### config.mk
export PLATFORM = sky130hd
export DESIGN_NAME = alu_req_sequencer
export DESIGN_NICKNAME = d
export VERILOG_FILES = /design/src/rtl/alu_req_sequencer.sv
export SDC_FILE = /design/constraint.sdc
export NUM_CORES = 1
export LEC_CHECK = 0
export ABC_CLOCK_PERIOD_IN_PS = 7200
export BUFFER_PORTS_ARGS = -buffer_cell sky130_fd_sc_hd__buf_2
export CAP_MARGIN = 10
export CORE_ASPECT_RATIO = 1.25
export CORE_MARGIN = 10
export CORE_UTILIZATION = 30
export CTS_CLUSTER_DIAMETER = 80
export DETAILED_ROUTE_END_ITERATION = 16
export PLACE_DENSITY_LB_ADDON = 0.1
export SLEW_MARGIN = 10
export SYNTH_ARGS = -nofsm -noshare
export SYNTH_HDL_FRONTEND = slang
export SYNTH_SLANG_ARGS = --single-unit
### constraint.sdc
create_clock -name clk -period 7.2 [get_ports clk]
set_input_delay 0.72 -clock clk [delete_from_list [all_inputs] [get_ports clk]]
set_output_delay 0.72 -clock clk [all_outputs]
set_load 0.01 [all_outputs]
### src/rtl/alu_req_sequencer.sv
// Requester front end for the 1-cycle-registered ALU: valid/ready issue, one in-flight
// capture stage, and a credit-protected in-order response FIFO with sequence tags.
module alu_req_sequencer #(
    parameter int W     = 4,
    parameter int DEPTH = 4,
    parameter int TAG_W = 8
) (
    input  logic             clk,
    input  logic             reset,
    input  logic             req_valid,
    output logic             req_ready,
    input  logic [W-1:0]     req_a,
    input  logic [W-1:0]     req_b,
    input  logic [1:0]       req_op,
    output logic [W-1:0]     alu_a,
    output logic [W-1:0]     alu_b,
    output logic [1:0]       alu_op,
    input  logic [W-1:0]     alu_result,
    output logic             rsp_valid,
    input  logic             rsp_ready,
    output logic [W-1:0]     rsp_data,
    output logic             rsp_err,
    output logic [TAG_W-1:0] rsp_tag,
    output logic [15:0]      ops_done
);

    localparam int AW = $clog2(DEPTH);
    localparam int CW = AW + 1;
    localparam int OW = CW + 1;

    typedef struct packed {
        logic [W-1:0]     data;
        logic             err;
        logic [TAG_W-1:0] tag;
    } entry_t;

    entry_t           mem [DEPTH];
    entry_t           head;
    logic [AW-1:0]    wr_ptr;
    logic [AW-1:0]    rd_ptr;
    logic [CW-1:0]    count;
    logic             infl_v;
    logic             infl_err;
    logic [TAG_W-1:0] infl_tag;
    logic [TAG_W-1:0] tag_ctr;
    logic [15:0]      ops_cnt;
    logic             accept;
    logic             pop;
    logic [OW-1:0]    occupancy;

    assign alu_a  = req_a;
    assign alu_b  = req_b;
    assign alu_op = (req_op == 2'b11) ? 2'b00 : req_op;

    assign rsp_valid = (count != '0);
    assign pop       = rsp_valid && rsp_ready;
    assign accept    = req_valid && req_ready;

    // Credits count the in-flight slot too, so the capture stage always has a FIFO slot waiting.
    assign occupancy = OW'(count) + OW'(infl_v) - OW'(pop);
    assign req_ready = reset && (occupancy < OW'(DEPTH));

    always_ff @(posedge clk or negedge reset) begin
        if (!reset) begin
            infl_v   <= 1'b0;
            infl_err <= 1'b0;
            infl_tag <= '0;
            tag_ctr  <= '0;
        end else begin
            // NOTE: sequential state uses non-blocking assignments so every register samples pre-edge values.
            infl_v <= accept;
            if (accept) begin
                infl_err <= (req_op == 2'b11);
                infl_tag <= tag_ctr;
                tag_ctr  <= tag_ctr + TAG_W'(1);
            end
        end
    end

    always_ff @(posedge clk or negedge reset) begin
        if (!reset) begin
            wr_ptr  <= '0;
            rd_ptr  <= '0;
            count   <= '0;
            ops_cnt <= '0;
        end else begin
            if (infl_v) wr_ptr <= wr_ptr + AW'(1);
            if (pop) begin
                rd_ptr  <= rd_ptr + AW'(1);
                ops_cnt <= ops_cnt + 16'd1;
            end
            count <= count + CW'(infl_v) - CW'(pop);
        end
    end

    // NOTE: storage is deliberately not reset; count gates every read, so stale entries are never visible.
    always_ff @(posedge clk) begin
        if (infl_v) begin
            mem[wr_ptr] <= entry_t'{
                data: infl_err ? '0 : alu_result,
                err:  infl_err,
                tag:  infl_tag
            };
        end
    end

    always_comb begin
        // NOTE: defaults first so no path through this block can infer a latch.
        head     = '0;
        rsp_data = '0;
        rsp_err  = 1'b0;
        rsp_tag  = '0;
        if (rsp_valid) begin
            head     = mem[rd_ptr];
            rsp_data = head.data;
            rsp_err  = head.err;
            rsp_tag  = head.tag;
        end
    end

    assign ops_done = ops_cnt;

endmodule
Word level (Yosys, flattened, before mapping)
Memory sizes are Yosys's and may differ from the RTL's. Index checks and enable logic that the tools add are counted.

Bits in registers: 41. Bits in writable memories: 52. Bits of input ports: 18. Output and inout bits: 41. Word-level logic and storage cells: 30. Memories kept: 1.

Memories: mem (words 4, width 13, read ports 1, clocked after Yosys merged registers in 0, wr ports 1, RTL line 37) `entry_t mem [DEPTH];`.

$add $sub $neg: 8. $lt $le $gt $ge: 1. Equal/unequal tests: 1. Muxes and demuxes: 7. Reductions and logical operators: 4.

Operator list (number): $add A16 B1 Y16 const B (1); $add A8 B1 Y8 const B (1); $mux W4 (2); $mux W8 (1); $add A2 B1 Y2 const B (2); $add A3 B1 Y4 (1); $lt A4 B3 Y1 const B (1); $sub A4 B1 Y4 (1); $add A3 B1 Y3 (1); $logic_and A1 B1 Y1 (3); $mux W1 (3); $reduce_bool A3 Y1 (1); $sub A3 B1 Y3 (1); $eq A2 B2 Y1 const B (1); $mux W2 (1).

Logic depth before layout (Yosys ltp)
Depth after elaboration: 6. Mapped depth: 13. Gate-level depth less buffers: 11.

Least setup slack after synthesis
Ideal clock, no wire load.

Path kind: input to output. Start: input rsp_ready. End: output req_ready. Data arrival time: 2393 ps. Required time: 6480 ps. Setup slack: 4087 ps. Stages on the path: 10. Buffers on the path: 1. Cell sequence: o31a_1 > buf_2 > ha_1 > inv_1 > ha_1 > inv_1 > fa_1 > xor2_2 > nand2_1 > nor2_1.

Word-level cells in the longest chain between the ends: 4.

Ends and longest elaborated chain: start: declaration (RTL line 20) `input logic rsp_ready,`; $logic_and A1 B1 Y1 (RTL line 56) `assign pop = rsp_valid && rsp_ready;`; named net pop (RTL line 48) `logic pop;`; $sub A4 B1 Y4 (RTL line 60) `assign occupancy = OW'(count) + OW'(infl_v) - OW'(pop);`; $lt A4 B3 Y1 (RTL line 61) `assign req_ready = reset && (occupancy < OW'(DEPTH));`; $logic_and A1 B1 Y1 (RTL line 61); end: declaration (RTL line 11) `output logic req_ready,`.

The timed path passes the listed nets, and every way through them passes these cells.

Final worst setup path
Start: register count[1]. End: output req_ready.

Word-level cells in the longest chain between the ends: 5. Elaborated cells on any way between the ends: 6. Classes of those cells: add/sub: 2; order compare: 1; reduce/logical: 3.

Ends and longest elaborated chain: start: declaration (RTL line 41) `logic [CW-1:0] count;`; start signal: assignment (RTL line 92) `count <= count + CW'(infl_v) - CW'(pop);`; parallel branches: the longest is 2 deep, another holds $add A3 B1 Y4; $sub A4 B1 Y4 * (RTL line 60); $lt A4 B3 Y1 * (RTL line 61); $logic_and A1 B1 Y1 * (RTL line 61).

Every way passes the cells marked *.

==> results.yml <==
run_status:
  status: "finished clean"
synthesis:
  ys.flop_type: "edfxtp_1"
  synth_seq_cells: 93
  synth_top_area_share_pct: 39.6
  mappedNetlistNets: 282
  synthCells: 253
  yosysTopAreaCell: "edfxtp_1"
  ys_seq_area_share_pct: 65.6
  synth_edf_count: 52
  synth_area_per_cell_sq_um: 15.6
  syn-cell-area_sq_um: 3950
  synth.area.top_cells: "edfxtp_1 (40%), dfrtp_1 (26%), mux4_2 (7.4%)"
  async_reset_ff_share_pct: 44.1
  synth_cell_types: 31
  synth_warnings: 0
drt:
  ant_nets: 0
  vias: 2029
  firstDrtPassIters: 3
  routedWlPerCell_um: 15.8
  wirelength_mm: 7.36
  drt_iter0_drc: 89
  via_per_inst: 4.34
  drc: 0
floorplan:
  fp.dieArea_sq_um: 18200
  core_region_area_sq_um: 12800
  start_util_pct: 30.9
  ios: 59
  num_rows: 46
  fp.dieH_um: 148
  die_width_um: 123
sta:
  period_share_pct: 50.3
  maxSlewHeadroom_pct: 32.4
  max_freq_mhz: 276
  setup_viol: 0
  worst_slew_pin_slew_ns: 1.01
  grt_setup_unrepaired: "false"
  finalSetupTns_ns: 0
  hold_viol_final: 0
  slew_viol_final: 0
  min_period_ns: 3.62
  finClkSkew_ns: 0.00564
min_path:
  min_path_type: "in -> async"
critical_path:
  crit_required_ns: 6.48
  cp.arrival_ns: 2.90
  max_stage_delay_ns: 0.46
  end_kind: "primary output"
  worst_r2r_endpoint: "tag_ctr[7]$_DFFE_PN0P_"
  reg2reg_depth: 11
  critPathLaunchType: "register"
  reg2reg_from: "count[1]$_DFF_PN0_"
  cp_cell_sequence: "o31a_1 -> ha_1 -> inv_1 -> ha_1 -> inv_1 -> fa_1 -> xor2_2 -> nand2_1 -> nor2_1 -> buf_2"
  r2r_slack_ns: 4.02
  critPathKind: "reg -> out"
  cp_max_fo: 9
  cp_slowest_cell: "dfrtp_1"
cts:
  cts_resized: 0
  clock-sinks: 93
  clockBufferDepth: 2
  cts_setup_buffers: 0
  cts_hold_buffers: 0
  clock_latency_ns: 0.34
  cts_made_buffers: 9
  clockRootBuffer: "clkbuf_16"
  cts_max_level: 3
  clkSlewWorstSetupHoldPaths_ns: 0.06
  cts_tree: "done"
placement:
  dp_hpwl_mm: 4.91
  dpl_cell_area_sq_um: 4290
  place.gp.congestion: 0.665
  dp_cells: 451
  numPortBuffers: 42
global_routing:
  track_usage_pct: 8.73
  antenna_found_initial: 0
  grt_pass1_wl_mm: 12.2
  grt_pass1_vias: 2294
  grt_max_degree: 45
  grt-ovfl-total: 0
pwr:
  p_leak_nw: 1.90
  power_frac_clock_pct: 26.2
  p_per_area_nw_per_um2: 389
  peakVddDrop_v: 0.000163
  seqPwrFrac_pct: 45.3
  p_comb_share_pct: 28.5
  power.internal_mw: 1.20
  switchingPower_uw: 580
  p_sw_share_pct: 32.5
layout:
  nNetsFinal: 323
  antenna_cells: 0
  synthToLayoutAreaGrowth_pct: 16.2
  fin_area_sq_um: 4580
  stdcell_count: 467
  drive_gt1_share_pct: 29.1
flow_run:
  drv_cap: 0
-- worst max path at each step --
stage / cells after the start / end / start / slack [ns]
after floorplan: 10 / req_ready / rsp_ready / 4.09
after global placement: 11 / req_ready / rsp_ready / 3.70
after detailed placement: 11 / req_ready / rsp_ready / 3.66
after CTS: 10 / req_ready / count[1]$_DFF_PN0_ / 3.53
after global routing: 10 / req_ready / count[1]$_DFF_PN0_ / 3.32
final: 10 / req_ready / count[1]$_DFF_PN0_ / 3.58
-- synthesized netlist by cell type (2+ instances only) --
library cell	count
dfrtp_1	41
nor3_1	3
o21ai_0	2
nand4_1	5
nor2b_1	19
nand3_1	8
buf_4	8
and3_1	3
nor4_1	2
nor2_1	5
edfxtp_1	52
mux4_2	13
clkbuf_1	2
mux2_2	10
buf_2	3
ha_1	10
xor2_1	12
inv_1	12
xnor2_1	14
and2_1	4
nand2_1	15
-- stage by stage --
stage | utilization (%) | power [mW] | setup slack, ns | hold slack [ns]
floorplan | - | 1.16 | 4.09 | 0.424
global placement | 33.6 | 1.35 | 3.70 | 0.459
detailed placement | 33.6 | 1.35 | 3.66 | 0.461
CTS | 35.9 | 1.83 | 3.53 | 0.475
global route | 35.9 | 1.92 | 3.32 | 0.499
finish | 35.9 | 1.78 | 3.58 | 0.444
-- worst max-delay path: cells and delay by family (launching register included) --
family                   cells  cell delay [ns]
adder cells (fa/ha/maj)      3             0.86
buffers and inverters        3             0.25
AO/OA/AOI/OAI                1             0.43
flip-flops                   1             0.46
XOR/XNOR                     1             0.24
AND/OR/NAND/NOR              2             0.31
-- registers in the layout, indices dropped and copies added (netlist names) --
signal,cells
wr_ptr,2
tag_ctr,8
ops_done,16
infl_err,1
rd_ptr,2
mem,52
infl_v,1
count,3
infl_tag,8
-- final cells by class --
| type | count | area [sq um] |
|---|---|---|
| fill | 1248 | 8190 |
| sequential | 93 | 2590 |
| multi-input combinational | 134 | 1220 |
| clock buffer | 10 | 229 |
| timing repair buffer | 44 | 225 |
| tap | 168 | 210 |
| clock inverter | 6 | 62.6 |
| inverter | 12 | 45.0 |
-- layout by cell type, fill, tap and decap left out, types with 2 or more instances in the layout --
cell        n
o21ai_0     2
nor3_1      2
xnor2_1    14
nand4_1     5
edfxtp_1   52
xor2_1     12
mux4_2     13
nor2b_1    19
mux2_2     10
buf_4       2
and2_1      4
clkbuf_16   9
ha_1       10
nand2_1    15
nand3_1     8
and3_1      3
nor2_1      5
inv_1      12
clkinv_2    3
nor4_1      2
dfrtp_1    41
buf_2      42
-- metal layers --
layer / part of all wire (%) / vias to the layer above / GRT usage, %
met3: 6.8 / 5 / 3.67
met4: 1.1 / 0 / 3.36
li1: - / 977 / -
met1: 45 / 999 / 10.5
met5: 0 / - / 0
met2: 47 / 48 / 13.5
-- power by group through the flow --
stage	logic (mW)	clock network (mW)	registers, mW
4_1_cts	0.528	0.484	0.815
3_5_place_dp	0.528	0	0.826
3_3_place_gp	0.523	0	0.825
2_1_floorplan	0.406	0	0.759
6_report	0.508	0.468	0.808
5_1_grt	0.576	0.507	0.832
-- kinds of logic after synthesis --
family                   synth area share [%]
AO/OA/AOI/OAI                           0.888
AND/OR/NAND/NOR                          9.48
XOR/XNOR                                 6.18
buffers and inverters                    3.52
multiplexers                             10.7
adder cells (fa/ha/maj)                  3.68
flip-flops                               65.6
No activity file was read; power rests on OpenSTA's default activity.
